--- src/rtl/gpio_pkg.sv ---
// Shared types and constants for the GPIO input capture block.
// Latency: n/a (package only).
// Backpressure: n/a (package only).
package gpio_pkg;

  // Width of a captured word presented to the consumer.
  localparam int DATA_W = 32;
  // Width of the slide-switch bank.
  localparam int SW_W   = 16;

  // Button debounce states.
  typedef enum logic [1:0] {
    IDLE,
    PRESS_WAIT,
    HELD,
    RELEASE_WAIT
  } deb_state_e;

  // Zero-extend a switch snapshot into a data word.
  function automatic logic [DATA_W-1:0] zext_sw(input logic [SW_W-1:0] sw);
    return {{(DATA_W-SW_W){1'b0}}, sw};
  endfunction

endpackage

--- src/rtl/gpio_input_fifo.sv ---
// Capture FIFO: circular buffer of words with sticky overflow flag.
// Latency: a push is visible on rd_vld/rd_dat the cycle after it is written.
// Backpressure: none upstream; a push while full (without a pop) is dropped and flagged.
// Ports: clk, n_rst (sync, active-low); wr_vld/wr_dat push side; rd_en pop request;
//        clr_ovf clears overflow; rd_dat/rd_vld head word; occ occupancy; overflow sticky flag.
module gpio_input_fifo
  import gpio_pkg::*;
#(
  parameter int DEPTH = 4
) (
  input  logic                     clk,
  input  logic                     n_rst,
  input  logic                     wr_vld,
  input  logic [DATA_W-1:0]        wr_dat,
  input  logic                     rd_en,
  input  logic                     clr_ovf,
  output logic [DATA_W-1:0]        rd_dat,
  output logic                     rd_vld,
  output logic [$clog2(DEPTH):0]   occ,
  output logic                     overflow
);

  localparam int PTR_W = $clog2(DEPTH);
  localparam int OCC_W = PTR_W + 1;

  logic [DATA_W-1:0] mem_q [DEPTH];
  logic [DATA_W-1:0] mem_d [DEPTH];
  logic [PTR_W-1:0]  wr_ptr_q, wr_ptr_d;
  logic [PTR_W-1:0]  rd_ptr_q, rd_ptr_d;
  logic [OCC_W-1:0]  occ_q, occ_d;
  logic              ovf_q, ovf_d;

  logic full;
  logic do_pop;
  logic do_push;
  logic drop;

  assign full    = (occ_q == OCC_W'(DEPTH));
  assign rd_vld  = (occ_q != '0);
  assign do_pop  = rd_en && rd_vld;
  // A pop in the same cycle frees the slot, so a push into a full FIFO still lands.
  assign do_push = wr_vld && (!full || do_pop);
  assign drop    = wr_vld && full && !do_pop;

  always_comb begin
    mem_d    = mem_q;
    wr_ptr_d = wr_ptr_q;
    rd_ptr_d = rd_ptr_q;
    occ_d    = occ_q;
    ovf_d    = ovf_q;

    if (do_push) begin
      mem_d[wr_ptr_q] = wr_dat;
      // Depth is a power of two, so the pointer wraps by natural overflow.
      wr_ptr_d        = wr_ptr_q + PTR_W'(1);
    end
    if (do_pop) begin
      rd_ptr_d = rd_ptr_q + PTR_W'(1);
    end

    case ({do_push, do_pop})
      2'b10:   occ_d = occ_q + OCC_W'(1);
      2'b01:   occ_d = occ_q - OCC_W'(1);
      default: occ_d = occ_q;
    endcase

    // A same-cycle overflow wins over the clear.
    if (clr_ovf) ovf_d = 1'b0;
    if (drop)    ovf_d = 1'b1;
  end

  always_ff @(posedge clk) begin
    if (!n_rst) begin
      wr_ptr_q <= '0;
      rd_ptr_q <= '0;
      occ_q    <= '0;
      ovf_q    <= 1'b0;
    end else begin
      wr_ptr_q <= wr_ptr_d;
      rd_ptr_q <= rd_ptr_d;
      occ_q    <= occ_d;
      ovf_q    <= ovf_d;
    end
  end

  // Storage needs no reset: rd_dat is gated by rd_vld.
  always_ff @(posedge clk) begin
    mem_q <= mem_d;
  end

  assign rd_dat   = rd_vld ? mem_q[rd_ptr_q] : '0;
  assign occ      = occ_q;
  assign overflow = ovf_q;

endmodule

--- src/rtl/gpio_input.sv ---
// GPIO input: synchronise switches/button, debounce button, capture switch word into FIFO.
// Latency: DEBOUNCE_CYCLES+3 cycles from first edge sampling btn_in=1 to rd_valid=1.
// Backpressure: consumer pops with rd_en; captures while full are dropped and flag overflow.
// Ports: clk, n_rst (sync, active-low); sw_in[15:0], btn_in async inputs; rd_en pop;
//        clr_ovf clears overflow; rd_data head word; rd_valid non-empty; fifo_occ occupancy;
//        overflow sticky lost-capture flag; irq (only with GPIO_INPUT_IRQ_EN defined).
module gpio_input
  import gpio_pkg::*;
#(
  parameter int DEBOUNCE_CYCLES = 16,
  parameter int FIFO_DEPTH      = 4
) (
  input  logic                          clk,
  input  logic                          n_rst,
  input  logic [SW_W-1:0]               sw_in,
  input  logic                          btn_in,
  input  logic                          rd_en,
  input  logic                          clr_ovf,
  output logic [DATA_W-1:0]             rd_data,
  output logic                          rd_valid,
  output logic [$clog2(FIFO_DEPTH):0]   fifo_occ,
  output logic                          overflow
`ifdef GPIO_INPUT_IRQ_EN
  ,
  output logic                          irq
`endif
);

  localparam int CNT_W = $clog2(DEBOUNCE_CYCLES + 1);
  localparam int OCC_W = $clog2(FIFO_DEPTH) + 1;

  // Two-flop synchronisers.
  logic [SW_W-1:0] sw_s1_q, sw_s1_d, sw_s2_q, sw_s2_d;
  logic            btn_s1_q, btn_s1_d, btn_s2_q, btn_s2_d;

  deb_state_e      state_q, state_d;
  logic [CNT_W-1:0] cnt_q, cnt_d;
  logic            push;
  logic            cnt_done;

  always_comb begin
    sw_s1_d  = sw_in;
    sw_s2_d  = sw_s1_q;
    btn_s1_d = btn_in;
    btn_s2_d = btn_s1_q;
  end

  // The counter runs while in a wait state; reaching DEBOUNCE_CYCLES completes the wait.
  // This terminal value gives the DEBOUNCE_CYCLES+3 press-to-valid latency once the
  // synchroniser and IDLE-exit cycles are included.
  assign cnt_done = (cnt_q == CNT_W'(DEBOUNCE_CYCLES));

  always_comb begin
    state_d = state_q;
    cnt_d   = cnt_q;
    push    = 1'b0;
    case (state_q)
      IDLE: begin
        if (btn_s2_q) begin
          state_d = PRESS_WAIT;
          cnt_d   = '0;
        end
      end
      PRESS_WAIT: begin
        if (!btn_s2_q) begin
          state_d = IDLE;
          cnt_d   = '0;
        end else if (cnt_done) begin
          state_d = HELD;
          cnt_d   = '0;
          push    = 1'b1;
        end else begin
          cnt_d = cnt_q + CNT_W'(1);
        end
      end
      HELD: begin
        if (!btn_s2_q) begin
          state_d = RELEASE_WAIT;
          cnt_d   = '0;
        end
      end
      RELEASE_WAIT: begin
        if (btn_s2_q) begin
          state_d = HELD;
          cnt_d   = '0;
        end else if (cnt_done) begin
          state_d = IDLE;
          cnt_d   = '0;
        end else begin
          cnt_d = cnt_q + CNT_W'(1);
        end
      end
      default: begin
        state_d = IDLE;
        cnt_d   = '0;
      end
    endcase
  end

  always_ff @(posedge clk) begin
    if (!n_rst) begin
      sw_s1_q  <= '0;
      sw_s2_q  <= '0;
      btn_s1_q <= 1'b0;
      btn_s2_q <= 1'b0;
      state_q  <= IDLE;
      cnt_q    <= '0;
    end else begin
      sw_s1_q  <= sw_s1_d;
      sw_s2_q  <= sw_s2_d;
      btn_s1_q <= btn_s1_d;
      btn_s2_q <= btn_s2_d;
      state_q  <= state_d;
      cnt_q    <= cnt_d;
    end
  end

  gpio_input_fifo #(
    .DEPTH (FIFO_DEPTH)
  ) u_fifo (
    .clk      (clk),
    .n_rst    (n_rst),
    .wr_vld   (push),
    .wr_dat   (zext_sw(sw_s2_q)),
    .rd_en    (rd_en),
    .clr_ovf  (clr_ovf),
    .rd_dat   (rd_data),
    .rd_vld   (rd_valid),
    .occ      (fifo_occ),
    .overflow (overflow)
  );

`ifdef GPIO_INPUT_IRQ_EN
  logic irq_q, irq_d;
  logic pop_now;
  logic push_ok;

  assign pop_now = rd_en && rd_valid;
  assign push_ok = push && ((fifo_occ != OCC_W'(FIFO_DEPTH)) || pop_now);

  always_comb begin
    irq_d = irq_q;
    // Popping the last entry clears, unless a new word lands in the same cycle.
    if (pop_now && (fifo_occ == OCC_W'(1))) irq_d = 1'b0;
    if (push_ok)                            irq_d = 1'b1;
  end

  always_ff @(posedge clk) begin
    if (!n_rst) irq_q <= 1'b0;
    else        irq_q <= irq_d;
  end

  assign irq = irq_q;
`endif

endmodule
--- config.mk ---
export PLATFORM = sky130hd
export DESIGN_NAME = gpio_input
export DESIGN_NICKNAME = d
export VERILOG_FILES = /design/src/rtl/gpio_pkg.sv /design/src/rtl/gpio_input_fifo.sv /design/src/rtl/gpio_input.sv
export SDC_FILE = /design/constraint.sdc
export NUM_CORES = 1
export LEC_CHECK = 0
export ABC_AREA = 1
export BUFFER_PORTS_ARGS = -buffer_cell sky130_fd_sc_hd__buf_4
export CAP_MARGIN = 15
export CORE_MARGIN = 2
export CORE_UTILIZATION = 32
export CTS_BUF_LIST = sky130_fd_sc_hd__clkbuf_16
export DETAILED_ROUTE_END_ITERATION = 12
export GPL_TIMING_DRIVEN = 1
export PLACE_DENSITY = 0.48
export SYNTH_ARGS = -nofsm -noshare
export SYNTH_HDL_FRONTEND = slang
export SYNTH_SLANG_ARGS = --single-unit
--- constraint.sdc ---
create_clock -name clk -period 6.69 [get_ports clk]
set_clock_uncertainty 0.15 [all_clocks]
set_input_delay 0.3345 -clock clk [delete_from_list [all_inputs] [get_ports clk]]
set_output_delay 0.3345 -clock clk [all_outputs]
set_load 0.02 [all_outputs]
Word level (Yosys, flattened, before mapping). Cells that the tools add are included.

Add/subtract/negate cells: 5. Magnitude comparators: 3. Equal/unequal tests: 11. Mux-type cells: 26. Bitwise gates (word level): 2. Reduce and logical (&&, ||, !) cells: 14.

Operator list (count): 128-bit bitwise mux (1); 32-bit two-way mux (4); 32-bit binary-select mux with 2-bit select (1); 32-bit demux with 2-bit select (1); 5-bit two-way mux (5); 5-bit one-hot mux with 4 select lines (1); 2-bit two-way mux (6); 2-bit one-hot mux with 4 select lines (1); 2-bit equality test, second input constant (3); 3-bit greater-or-equal comparator, second input constant (2); 3-bit != test, second input constant (2); 2-bit inverter with 3-bit output (2); 3-bit one-hot mux with 2 select lines (1); 5-bit by 1-bit adder with 5-bit output, second input constant (1); 5-bit equality test, second input constant (1); 1-bit logical AND (5); 1-bit two-way mux (5); 2-bit by 1-bit adder with 2-bit output, second input constant (2); 2-bit by 1-bit equality test with 1-bit output, second input constant (2); 2-bit != test, second input constant (2); 4-bit AND reduction (1); 2-bit nonzero test (2); 3-bit by 1-bit adder with 3-bit output, second input constant (1); 3-bit equality test, second input constant (1); other kinds (7) (8).

Bits in registers: 177. Input bits: 21. Output and inout bits: 37. Logic and storage cells: 75.

Depth between registers and ports, before layout. Gate-level depths: netlist of the first run.

Depth after elaboration: 7. Gate-level depth with buffers: 12. Mapped depth without buffers: 12.

Cells and area by module. A second synthesis of the first run with hierarchy kept.

Cell total of the unflattened synthesis: 622. Area total of the unflattened synthesis: 6867.8 µm².

Modules (own cells, without submodules): gpio_input_fifo (instances 1, cells each 452, area each 5474.0 µm², sequential area each 4003.8 µm²); gpio_input (instances 1, cells each 170, area each 1393.8 µm², sequential area each 820.8 µm²).

Worst setup path before layout of the first run. Ideal clock, no wire load.

Path type: register -> register. Start point: reg cnt_q[0]. End point: reg u_fifo.mem_q[0] (netlist bit), enable pin. Setup time: 0.389 ns. Arrival time: 1.651 ns. Data required time: 6.151 ns. Setup slack: 4.500 ns. Cell stages (with the launch flop): 9. Path buffers: 0. Period minus slack after synthesis: 2.190 ns. Path through: dfxtp_1 inv_1 ha_1 nand2_2 inv_1 nand2_1 nor2_4 nand2_2 nor2_1.

Longest elaborated chain between the ends: 5.

RTL lines: start: declaration (line gpio_input.sv:37) `logic [CNT_W-1:0] cnt_q, cnt_d;`; start signal: assignment (line gpio_input.sv:114) `cnt_q <= cnt_d;`; 5-bit equality test (line gpio_input.sv:51) `assign cnt_done = (cnt_q == CNT_W'(DEBOUNCE_CYCLES));`; 1-bit two-way mux (line gpio_input.sv:68) `end else if (cnt_done) begin`; 1-bit two-way mux (line gpio_input.sv:65) `if (!btn_s2_q) begin`; 1-bit two-way mux (line gpio_input.sv:57) `case (state_q)`; 1-bit logical AND (line gpio_input_fifo.sv:42) `assign do_push = wr_vld && (!full || do_pop);`; end signal: assignment (line gpio_input_fifo.sv:88) `mem_q <= mem_d;`; end: declaration (line gpio_input_fifo.sv:26) `logic [DATA_W-1:0] mem_q [DEPTH];`.

No other way between the ends. A chain may end at the register's enable or synchronous reset.

Worst setup path after layout of the first run.
Start point: reg u_fifo.rd_ptr_q[0]. End point: out rd_data[12].

Longest elaborated chain between the ends: 5.

RTL lines: start: declaration (line gpio_input_fifo.sv:29) `logic [PTR_W-1:0] rd_ptr_q, rd_ptr_d;`; start signal: assignment (line gpio_input_fifo.sv:80) `rd_ptr_q <= rd_ptr_d;`; 2-bit inverter with 3-bit output (not written as such) (line gpio_input_fifo.sv:91) `assign rd_dat = rd_vld ? mem_q[rd_ptr_q] : '0;`; 32-bit binary-select mux with 2-bit select (line gpio_input_fifo.sv:91); 32-bit two-way mux (not written as such) (2 in a row) (line gpio_input_fifo.sv:91); 32-bit two-way mux (line gpio_input_fifo.sv:91); end: declaration (line gpio_input.sv:19) `output logic [DATA_W-1:0] rd_data,`.

No other way between the ends. The select of a mux whose other input is x is not followed.

==> summary by stage, run 1 <==
Clocking
The H-tree depth reported by CTS is 4. The CTS buffer count is 17. The clock input transition at the sequential cells of the worst setup and hold paths is 50 ps. The total number of clock tree sinks is 113. TritonCTS built the clock tree. The maximum buffer depth of the clock tree is 2. The later pin in the worst-skew pair is clocked with a latency of 400 ps. The clock root buffer is clkbuf_16. The number of resized instances in the post-cts repair step is 0.

Setup path
The start-to-end type of the worst setup path is flop to output port. The required arrival time at the worst endpoint is 6210 ps. Among all stages on the critical path, the largest delay is contributed by inv_1. The critical path contains buffers and inverters numbering 3 combined.

Traced cell by cell, the critical path runs through buf_16 -> inv_1 -> o21ai_0 -> a21oi_1 -> buf_4. The type of origin of the critical path is a flop. The element type at the critical path end is an output port. The largest delay contributor family on the critical path is buffers and inverters. The arrival time at the worst endpoint is 2440 ps. The delay of the slowest cell on the worst path is 670 ps.

Along the worst path, the maximum fanout reaches 33.

Global route
The first global-routing pass estimated 13.9 mm of wire. The initial antenna violation count is 0. Entering global routing, the biggest net connects 45 pins. Global routing used 12.5% of the available tracks across all layers. The via count of the first global-routing pass is 2816.

After global routing the overflow that remains totals 0.

Die
The die covers 14800 um2. The core region is 13300 um2. The width of the chip is 122 um. In this run the count of I/O pins placed on the die edge is 58. The chip height is 122 um.

The starting density of the core is 33.1%. The row count is 42.

Final layout
The net count of the finished layout is 522. The commonest non-fill, non-tap cell in the layout is nor2_1. Relative to the synthesized area, the layout overhead comes to 25.2%.

In the layout the commonest cells are nor2_1, edfxtp_1, inv_1, nand2_1, dfxtp_1. The repair_antennas step left the layout with diodes totalling 0. Leaving out filler cells and counting taps, the final layout contains 683. The summed area of non-filler cells in the final layout is 5540 um2.

The fraction of final layout cells with drive strength greater than 1 is 17.2%.

Timing
The final sum of negative setup slack is 0 ps. Based on the critical path, the design can be clocked at up to 341 MHz. The smallest setup slack after layout is 3760 ps.

The headroom to the max-slew limit is 30.8%. The max-slew violation count is 0. Setup violations remaining at the end of the flow were counted as 0. The final critical path takes up 43.8% of the cycle. The final-report hold violation count is 0.

For the pin with the worst max-slew slack, the measured transition is 1040 ps. Setup repair after global routing left no endpoint under its margin. The minimum period implied by the final worst setup slack is 2930 ps.

Synthesis
The flip-flop and latch count after synthesis is 113. Dividing the synthesized area by the synthesized cell count gives 10.2 um2. The instance count of the mapped netlist is 433. The proportion of netlist area held by the largest area contributor is 43.4%. In this run the cell area of the synthesized design comes to 4420 um2. Yosys mapped the design onto 28 distinct sky130hd cell types. The number of synthesis warnings is 0.

Of the synthesized area, sequential elements account for 65.6%. The most area-hungry cell type in the Yosys netlist is edfxtp_1. Ranked by total cell area, the synthesized netlist is headed by edfxtp_1, dfxtp_1, nor2_1.

Place
In this run, placement finished with an instance count of 633. After legalization and detailed placement, the total HPWL measured 5.02 mm. Timing analysis after detailed placement gives a worst setup slack of 3550 ps. The quantity of I/O buffers inserted on ports is 41. Summing all placed instances gives a cell area of 4820 um2. At the end of routability-driven placement, the weighted congestion stood at 0.747.

Status
The flow ran to the end, and the final reports show no timing, DRC or antenna violations.

Power and ir drop
The analysis attributes to cell leakage a power of 2.41 nW. The net switching share of the total power is 30.0%. The internal power summed over all cells is 1.42 mW. Summed over all nets, the switching power comes to 609 uW. The power density normalized to cell area is 366 nW/um2. The power share of the sequential group is 38.6%.

IR analysis of the VDD net gives a maximum drop of 152 uV. The share of power burned in combinational logic is 23.2%. The share of total power dissipated in the clock network is 38.2%.

Drt
The final layout contains routed wiring with a total length of 8.47 mm. After detailed routing, the met3 layer carries 238 um of wire. The detailed router put a total of 4.19 mm of wire on met1. The highest metal layer with signal wires is met4. After detailed routing, the number of vias per cell comes to 4.18. After the first detailed-routing iteration, the DRC count stood at 168. The first detailed-routing pass ran for 6 iterations.

The residual DRC count is 0. The detail route stage leaves a number of antenna-violating nets equal to 0. The routed wire length per instance is 12.4 um. The total via count after detailed routing is 2855. The routed design uses 3.96 mm of met2 wire.

Worst hold path
The min-delay analysis places its worst path in the category input pin to flop.

Job
The count of max-cap constraint violations is 0.
## metal layers
metal	up-vias	global-route usage, %
met3	5	4.12
met2	47	19.9
met4	0	5.60
met5	-	0
met1	1319	15.4
li1	1484	-
## worst paths after layout
| path | start | to | slack [ps] | cells past startpoint |
|---|---|---|---|---|
| min reg2reg | sw_s1_q[8] | sw_s2_q[8] | 260 | 2 |
| min | clr_ovf | u_fifo.overflow | 90 | 4 |
| max reg2reg | cnt_q[0] | u_fifo.mem_q[14] | 4270 | 8 |
| max | u_fifo.rd_ptr_q[0] | rd_data[12] | 3760 | 5 |
## cell type report
class / instances / area [um2]
Inverter: 58 / 218
Clock buffer: 17 / 425
Tap cell: 176 / 220
Fill cell: 1342 / 7810
Timing Repair Buffer: 59 / 505
Sequential cell: 113 / 2900
Multi-Input combinational cell: 245 / 1180
Clock inverter: 15 / 91.3
## synth_stat cells
| master | n |
|---|---|
| nor2_1 | 78 |
| edfxtp_1 | 64 |
| inv_1 | 55 |
| nand2_1 | 54 |
| dfxtp_1 | 49 |
| o21ai_0 | 35 |
| a21oi_1 | 25 |
| buf_4 | 16 |
| buf_2 | 9 |
| ha_1 | 6 |
| nand2_2 | 6 |
| clkbuf_1 | 5 |
| nand3_1 | 5 |
| inv_2 | 3 |
| nor2_2 | 3 |
| o21ai_1 | 3 |
| xor2_1 | 3 |
| a21oi_2 | 2 |
| clkbuf_2 | 2 |
| nand3_2 | 2 |
| a2bb2oi_1 | 1 |
| conb_1 | 1 |
| fa_1 | 1 |
| nand2_4 | 1 |
| nand3b_1 | 1 |
| nand4_1 | 1 |
| nor2_4 | 1 |
| nor3_2 | 1 |
## tightest hold or removal path, stage by stage
cell       delay (ps)
buf_4             110
inv_1              40
a2bb2oi_1          50
nor2_1             70
## flip-flops by register name, summed over array words and instances, names as in the netlist, named ones only
name and flops:
sw_s2_q 16, u_fifo.rd_ptr_q 2, btn_s1_q 1, sw_s1_q 16, btn_s2_q 1, u_fifo.occ 3
u_fifo.overflow 1, u_fifo.mem_q 64, cnt_q 5, state_q 1, u_fifo.wr_ptr_q 2
## per-stage QoR
stage / util [%] / hold WS, ps / total power [mW]
detailed placement: 36.1 / 246 / 1.26
CTS: 41.3 / 74.5 / 2.05
global placement: 36.1 / 250 / 1.25
finish: 41.5 / 91.1 / 2.03
floorplan: - / 240 / 1.09
global route: 41.5 / 82.4 / 2.13
## power groups by stage
stage                     Combinational, mW  Clock [mW]  Sequential, mW
after floorplan                       0.301           0           0.788
after global placement                0.445           0           0.809
after detailed placement              0.447           0           0.810
after CTS                             0.455       0.799           0.797
after global routing                  0.520       0.829           0.785
final                                 0.471       0.775           0.782
## repair_timing
action / CTS / global route
hold buffers: 17 / 0
buffers inserted: 0 / 0
hold endpoints to repair: 17 / 0
## cells by family (layout without fill, tap and decap cells)
logic type / Yosys count / count (layout) / synth area share (%)
flops: 113 / 113 / 65.6
fa+ha+maj: 7 / 7 / 2.15
buf+inv: 90 / 149 / 9.30
simple gates: 153 / 153 / 14.5
compound gates: 66 / 66 / 7.72
other cells: 1 / 16 / 0.0848
xor+xnor: 3 / 3 / 0.594
Power figures use the tool's default switching activity.
==> run 2: changes to the inputs <==
Settings changed: ABC_AREA 1 to 0, PLACE_DENSITY 0.48 to 0.5.
Clock period 6.69 ns to 2.4 ns, I/O delays scaled along.
==> run 2 against run 1 <==
  * Count of clock-buffer cells in the layout unchanged
  * Critical path depth rose by 5
  * Sequential share of layout area decreased by 1.7 points
  * Non-clock buffer count rose by 13
  * Sequential power grew to 2.7 times the previous value
  * Via count fell by 15%
  * Combinational power is 77% lower
  * Cell area rose by 3.5%
  * Die area fell by 0.46%
  * Register-to-register slack worse by 4100 ps
  * Largest cell class unchanged
==> summary by stage, run 2 <==
Synthesis
Leading cell types by total area after synthesis: edfxtp_1, dfxtp_1, mux4_2 (was edfxtp_1, dfxtp_1, nor2_1). The number of synthesis warnings is 0 (unchanged). The flip-flop and latch count after synthesis came to 113 (unchanged).

The most instantiated flip-flop cell in the synthesis netlist was edfxtp_1 (unchanged). The sequential share of the synthesized area came to 65.9% (was 65.6%). The proportion of register bits with asynchronous set or reset after synthesis is 0% (unchanged). The synthesized area divided by synthesized cell count is 15.0 um2 (was 10.2 um2). The most area-hungry cell type in the Yosys netlist is edfxtp_1 (unchanged).

Commonest cells in the netlist: edfxtp_1, and2_1, dfxtp_1 (was nor2_1, edfxtp_1, inv_1). The proportion of netlist area held by the largest area contributor is 43.6% (was 43.4%). The count of different cell masters after synthesis was 41 (was 28).

The cell area after technology mapping is 4400 um2 (was 4420 um2). The instance count of the mapped netlist is 294 (was 433). The count of flip-flops with a built-in enable after synthesis is 64 (unchanged). The dominant cell by count in the synthesized netlist is edfxtp_1 (was nor2_1).

Setup path
The start-to-end type of the worst setup path is flop to flop (was flop to output port). The setup slack of the worst register-to-register path came to 160 ps (was 4270 ps). The number of buffer and inverter instances along the worst setup path is 1 (was 3). The endpoint of the worst register-to-register path is u_fifo.occ[2] (was u_fifo.mem_q[14]).

The arrival time at the worst endpoint is 2430 ps (was 2440 ps). The type of origin of the critical path is a flop (unchanged). The largest fanout of any net on the critical path is 4 (was 33). The largest delay contributor family on the critical path was simple AND/OR/NAND/NOR gates (was buffers and inverters). Chain of cells forming the critical path: inv_1 -> ha_4 -> nand4bb_4 -> nor2_4 -> nor2_1 -> fa_2 -> or4bb_1 -> o21ai_0 -> a41oi_1 -> nand3_1 (was buf_16 -> inv_1 -> o21ai_0 -> a21oi_1 -> buf_4).

The element type at the critical path end is a flop (was output port). The cell count of the worst reg-to-reg path came to 10 (was 8). The required arrival time at the worst endpoint came to 2590 ps (was 6210 ps). The master of the slowest instance on the critical path is or4bb_1 (was inv_1). The startpoint of the worst register-to-register path is cnt_q[0] (unchanged). The delay of the slowest cell on the worst path is 490 ps (was 670 ps).

Power and ir drop
The leakage power summed over all cells is 2.06 nW (was 2.41 nW). The maximum VDD drop is 446 uV (was 152 uV). The power density normalized to cell area is 802 nW/um2 (was 366 nW/um2).

The overall power after layout is 4.60 mW (was 2.03 mW).

Job
The count of max-cap constraint violations is 0 (unchanged).

Timing
The headroom to the max-slew limit is 47.9% (was 30.8%). The final clock period utilization by the worst path is 93.2%. The final-report hold violation count is 0 (unchanged). The final sum of negative setup slack was 0 ps (unchanged). Based on the critical path, the design can be clocked at up to 447 MHz. The slew at the pin closest to its max-slew limit came to 771 ps (was 1040 ps). The number of failing setup endpoints in the final timing report is 0 (unchanged). Setup repair after global routing missed its margin: false (unchanged). The max-slew violation count is 0 (unchanged). The smallest setup slack after layout is 164 ps (was 3760 ps). The minimum period implied by the final worst setup slack is 2240 ps. The post-route worst hold slack is 12.3 ps (was 91.1 ps).

Global route
The via count of the first global-routing pass was 2475 (was 2816). The initial antenna violation count came to 0 (unchanged). The global-route wire length before repair is 12.1 mm (was 13.9 mm).

The pin count of the biggest net entering global routing is 56 (was 45). The total track usage is 11.2% (was 12.5%). The total grt overflow was 0 (unchanged).

Drt
The residual DRC count is 0 (unchanged). The overall routed net length is 7.45 mm (was 8.47 mm). The ratio of routed vias to standard cells is 4.33 (was 4.18). The routed wire length per instance is 13.3 um (was 12.4 um). The count of routing violations after the opening detailed-route iteration came to 109 (was 168). The number of iterations in the first detailed-routing pass is 4 (was 6). The remaining antenna violation count is 0 (unchanged). The total via count after detailed routing is 2426 (was 2855).

Final layout
The fraction of the core area covered by cells at the end of the flow is 43.0% (was 41.5%). The commonest non-fill, non-tap cell in the layout is edfxtp_1 (was nor2_1). Commonest cells after routing, fill and taps aside: edfxtp_1, and2_1, buf_4, dfxtp_1, dlygate4sd3_1 (was nor2_1, edfxtp_1, inv_1, nand2_1, dfxtp_1). The register bank with the most flops is u_fifo.mem_q (unchanged). The flip-flop count of the largest register, all copies and words added is 64 (unchanged). The relative area change from synthesis to final layout came to 30.2% (was 25.2%). The number of antenna repair diodes came to 0 (unchanged). The layout net count is 400 (was 522). The fraction of final layout cells with drive strength greater than 1 was 28.1% (was 17.2%). Largest registers: u_fifo.mem_q x64, sw_s1_q x16, sw_s2_q x16 (unchanged).

Status
Result of the run: completed (unchanged).

Worst hold path
The count of cells along the worst hold path was 4 (unchanged). The worst min-delay path class is input pin to flop (unchanged). The end of the worst hold path is u_fifo.occ[2] (was u_fifo.overflow). The startpoint of the worst hold path is rd_en (was clr_ovf).

Place
The worst slack after detailed placement is 45.5 ps (was 3550 ps). The quantity of I/O buffers inserted on ports is 41 (unchanged). The detailed placement HPWL is 4.61 mm (was 5.02 mm).

The last weighted congestion value of the routability-driven placer came to 0.689 (was 0.747).

Die
The width of the chip is 121 um (was 122 um). The row count is 42 (unchanged). The core region area is 13300 um2 (unchanged).

The I/O pin count came to 58 (unchanged). The chip height was 121 um (was 122 um). The die area is 14700 um2 (was 14800 um2). The starting density of the core is 33.0% (was 33.1%).

Clocking
The total number of clock tree sinks was 113 (unchanged). The clock input transition at the sequential cells of the worst setup and hold paths came to 50 ps (about the same). The clock insertion delay at the later pin of the skew report is 400 ps (about the same).

The maximum buffer depth of the clock tree is 2 (unchanged). The CTS tree is built (unchanged). The CTS buffer count is 17 (unchanged).

The H-tree depth reported by CTS was 4 (unchanged). The clock root buffer is clkbuf_16 (unchanged).
==> run 2: changes by cell type in the layout (fill, tap and decap cells not counted), moves of 7 or more <==
cell     previous run  this run
a21oi_1            25         2
nand2_1            54         7
inv_1              60         8
and2_1              0        57
nor2_1             74         2
buf_4              41        49
mux4_2              0        16
o21ai_0            35         5
nor2_2              7         0
==> run 2: how the worst max path moves through the flow <==
stage,to,depth (start not counted),from
2_1_floorplan,u_fifo.occ[2],10,cnt_q[0]
3_3_place_gp,u_fifo.occ[2],10,cnt_q[0]
3_5_place_dp,u_fifo.occ[2],10,cnt_q[0]
4_1_cts,u_fifo.occ[2],10,cnt_q[0]
5_1_grt,u_fifo.occ[2],10,cnt_q[0]
6_report,u_fifo.occ[2],10,cnt_q[0]
==> run 2: metrics by stage <==
step	instances	instance area [um2]
floorplan	309	4460
global placement	510	4950
detailed placement	510	4950
CTS	559	5700
global route	560	5730
finish	560	5730
==> run 2: metal layers <==
metal | routed length [um] | track usage (%) | part of all wire (%)
met1 | 3220 | 12.6 | 43
met3 | 421 | 5.26 | 5.7
met2 | 3750 | 18.6 | 50
met5 | 0 | 0 | 0
met4 | 63 | 3.66 | 0.85
==> run 2: cell type report <==
cell class              count  area, um2
fillers                  1247       7610
flip-flops and latches    113       2910
multi-input cells         161       1360
repair buffers             72        648
clock buffers              17        425
well taps                 176        220
clock inverters            14        149
inverters                   7       26.3
==> run 2: cell families (layout without fill, tap and decap cells) <==
kind of cell	count (synthesis)	after routing	share of synthesized area, %
xor gates and xnor gates	6	6	1.19
adders and majority gates	7	7	2.16
other	1	16	0.0852
AOI/OAI and AO/OA	16	16	2.30
buffers and inverters	35	110	5.12
muxes	20	20	9.21
and+or+nand+nor	96	96	14.0
DFF	113	113	65.9
==> run 2: power breakdown <==
group          internal, mW  switching [mW]
combinational        0.0568          0.0532
clock                  1.60           0.805
sequential             2.07          0.0145
total                  3.72           0.873
==> run 2: tightest hold or removal path: stages <==
cell	delay, ps
buf_4	140
nor4b_1	60
o21ai_0	140
nand3_1	70
==> run 2: what timing repair did <==
action | in CTS | in global routing
hold buffers | 18 | 0
endpoints found under the setup margin | 0 | 24
endpoints found under the hold margin | 18 | 0
setup buffers | 0 | 1
gates resized for setup | 0 | 5
==> run 3: changes to the inputs <==
Settings changed: HOLD_SLACK_MARGIN set to 0.06.
==> run 3 against run 2 <==
  * Routed wire length grew 0.87%
  * Total power about the same
  * Sequential share of layout area shrank 0.26 points
  * Final cell count up 0.54%
  * Sequential power hardly changed
  * Register-to-register slack is essentially flat
  * Core utilization is 0.22 points higher
  * Flip-flop and latch count is the same
  * Fmax increased by 0.16%
  * First-iteration DRC count decreased by 1.8%
  * Clock power about the same
  * Cell area rose by 0.52%
  * Critical path type unchanged
  * Critical endpoint unchanged
  * Largest power group unchanged
==> summary by stage, run 3 (synthesis gave the netlist of run 2 again) <==
Status
Result of the run: completed (unchanged).

Setup path
The endpoint of the worst register-to-register path was u_fifo.occ[2] (unchanged). The arrival time at the worst endpoint is 2420 ps (was 2430 ps). The setup slack of the worst register-to-register path is 170 ps (was 160 ps). The startpoint of the worst register-to-register path was cnt_q[0] (unchanged). The required arrival time at the worst endpoint was 2590 ps (about the same). The type of origin of the critical path is a flop (unchanged).

The start-to-end type of the worst setup path was flop to flop (unchanged). The largest fanout of any net on the critical path is 4 (unchanged). The element type at the critical path end is a flop (unchanged). The cell count of the worst reg-to-reg path is 10 (unchanged).

Die
The die area is 14700 um2 (unchanged). The row count is 42 (unchanged). The core region area is 13300 um2 (unchanged). The chip height came to 121 um (unchanged). The I/O pin count is 58 (unchanged). The starting density of the core is 33.0% (unchanged). The width of the chip is 121 um (unchanged).

Global route
The met3 usage in global routing was 5.26% (unchanged). The total track usage is 11.2% (about the same). The via count of the first global-routing pass came to 2502 (was 2475). The initial antenna violation count is 0 (unchanged).

The pin count of the biggest net entering global routing is 56 (unchanged). The fraction of met1 tracks used by global routing is 12.6% (unchanged). The total grt overflow is 0 (unchanged).

The most utilized layer in the global route result was met2 (unchanged). The met2 track utilization from global routing is 18.9% (was 18.6%). The global-route wire length before repair is 12.1 mm (about the same).

Clocking
The clock input transition at the sequential cells of the worst setup and hold paths is 50 ps (about the same). The maximum buffer depth of the clock tree came to 2 (unchanged). The clock insertion delay at the later pin of the skew report is 400 ps (about the same). The H-tree depth reported by CTS came to 4 (unchanged).

The total number of clock tree sinks is 113 (unchanged). The CTS tree is built (unchanged). The CTS buffer count is 17 (unchanged).

The clock root buffer is clkbuf_16 (unchanged).

Final layout
The number of antenna repair diodes was 0 (unchanged). The register bank with the most flops is u_fifo.mem_q (unchanged). The relative area change from synthesis to final layout came to 30.9% (was 30.2%). The number of non-filler instances in the completed layout is 563 (was 560).

The total area of multi-input combinational cells was 1360 um2 (unchanged). The area used by sequential logic in the layout is 2910 um2 (unchanged). The number of fillers in the final layout is 1244 (was 1247). The fraction of the core area covered by cells at the end of the flow came to 43.2% (was 43.0%).

The layout net count is 403 (was 400). Largest registers: u_fifo.mem_q x64, sw_s1_q x16, sw_s2_q x16 (unchanged). The fraction of final layout cells with drive strength greater than 1 is 27.9% (was 28.1%).

The commonest non-fill, non-tap cell in the layout was edfxtp_1 (unchanged). The flip-flop count of the largest register, all copies and words added is 64 (unchanged). Commonest cells after routing, fill and taps aside: edfxtp_1, and2_1, buf_4, dfxtp_1, dlygate4sd3_1 (unchanged).

Timing
Setup repair after global routing missed its margin: false (unchanged). The number of failing setup endpoints in the final timing report is 0 (unchanged). The final clock period utilization by the worst path is 93.0% (was 93.2%). The headroom to the max-slew limit was 48.2% (was 47.9%).

The minimum period implied by the final worst setup slack is 2230 ps (was 2240 ps). The max-slew violation count is 0 (unchanged). The final-report hold violation count was 0 (unchanged). The maximum clock frequency came to 448 MHz (was 447 MHz). The slew at the pin closest to its max-slew limit is 766 ps (was 771 ps). The final sum of negative setup slack is 0 ps (unchanged).

Place
The quantity of I/O buffers inserted on ports was 41 (unchanged). The cell total after placement was 510 (unchanged). The detailed placement HPWL was 4.61 mm (unchanged). The last weighted congestion value of the routability-driven placer is 0.689 (unchanged).

Drt
The total via count after detailed routing came to 2444 (was 2426). The count of routing violations after the opening detailed-route iteration is 107 (was 109). The residual DRC count is 0 (unchanged).

The number of iterations in the first detailed-routing pass is 4 (unchanged). The overall routed net length was 7.51 mm (was 7.45 mm). The remaining antenna violation count is 0 (unchanged). The routed wire length per instance is 13.3 um (about the same). The ratio of routed vias to standard cells is 4.34 (was 4.33).

Power and ir drop
The maximum VDD drop is 446 uV (about the same). The power density normalized to cell area is 798 nW/um2 (was 802 nW/um2). The leakage power summed over all cells came to 2.07 nW (was 2.06 nW).

Worst hold path
The count of cells along the worst hold path was 1 (was 4). The worst min-delay path class is flop to flop (was input pin to flop). The startpoint of the worst hold path is sw_s1_q[9] (was rd_en). The end of the worst hold path is sw_s2_q[9] (was u_fifo.occ[2]).

Job
The count of max-cap constraint violations was 0 (unchanged).
## run 3: changes by cell type in the layout (fill, tap and decap cells not counted)
cell,delta
dlygate4sd3_1,+3
## run 3: final cells by class
| cell class | count | area share, % |
|---|---|---|
| sequential | 113 | 50.4 |
| multi-input combinational | 161 | 23.6 |
| timing repair buffer | 75 | 11.8 |
| clock buffer | 17 | 7.38 |
| tap | 176 | 3.82 |
| clock inverter | 14 | 2.58 |
| inverter | 7 | 0.456 |
## run 3: timing repair
action	4_1_cts	5_1_grt
endpoints found under the setup margin	0	24
hold buffers	21	0
hold endpoints to repair	24	0
setup buffers	0	1
gates resized for setup	0	5
## run 3: metrics by stage
step / hold slack (ps) / setup WS, ps / power, mW / instance area, um2
2_1_floorplan: 97.3 / 37.7 / 2.19 / 4460
3_3_place_gp: 178 / 82.4 / 2.21 / 4950
3_5_place_dp: 181 / 45.5 / 2.21 / 4950
4_1_cts: 278 / 29.8 / 4.67 / 5730
5_1_grt: 292 / 12.2 / 4.78 / 5760
6_report: 278 / 167 / 4.60 / 5760
## run 3: worst max-delay path, stage by stage (launching register included)
cell	delay, ps
dfxtp_1	330
inv_1	110
ha_4	150
nand4bb_4	130
nor2_4	130
nor2_1	70
fa_2	360
or4bb_1	490
o21ai_0	80
a41oi_1	60
nand3_1	100
## run 3: worst max path at each step
stage | startpoint | end | cells past startpoint
after floorplan | cnt_q[0] | u_fifo.occ[2] | 10
after global placement | cnt_q[0] | u_fifo.occ[2] | 10
after detailed placement | cnt_q[0] | u_fifo.occ[2] | 10
after CTS | cnt_q[0] | u_fifo.occ[2] | 10
final | cnt_q[0] | u_fifo.occ[2] | 10
after global routing | cnt_q[0] | u_fifo.occ[2] | 10
## run 3: power breakdown
part           leakage [nW]  internal [mW]  switching, mW
clock                 0.284           1.60          0.805
combinational         0.893         0.0589         0.0541
sequential            0.893           2.07         0.0145
total                  2.07           3.73          0.874
## run 3: per-layer routing
metal / up-vias / share of wire [%]
met1: 1190 / 43
met5: - / 0
li1: 1180 / -
met2: 64 / 51
met3: 10 / 5.7
met4: 0 / 0.84
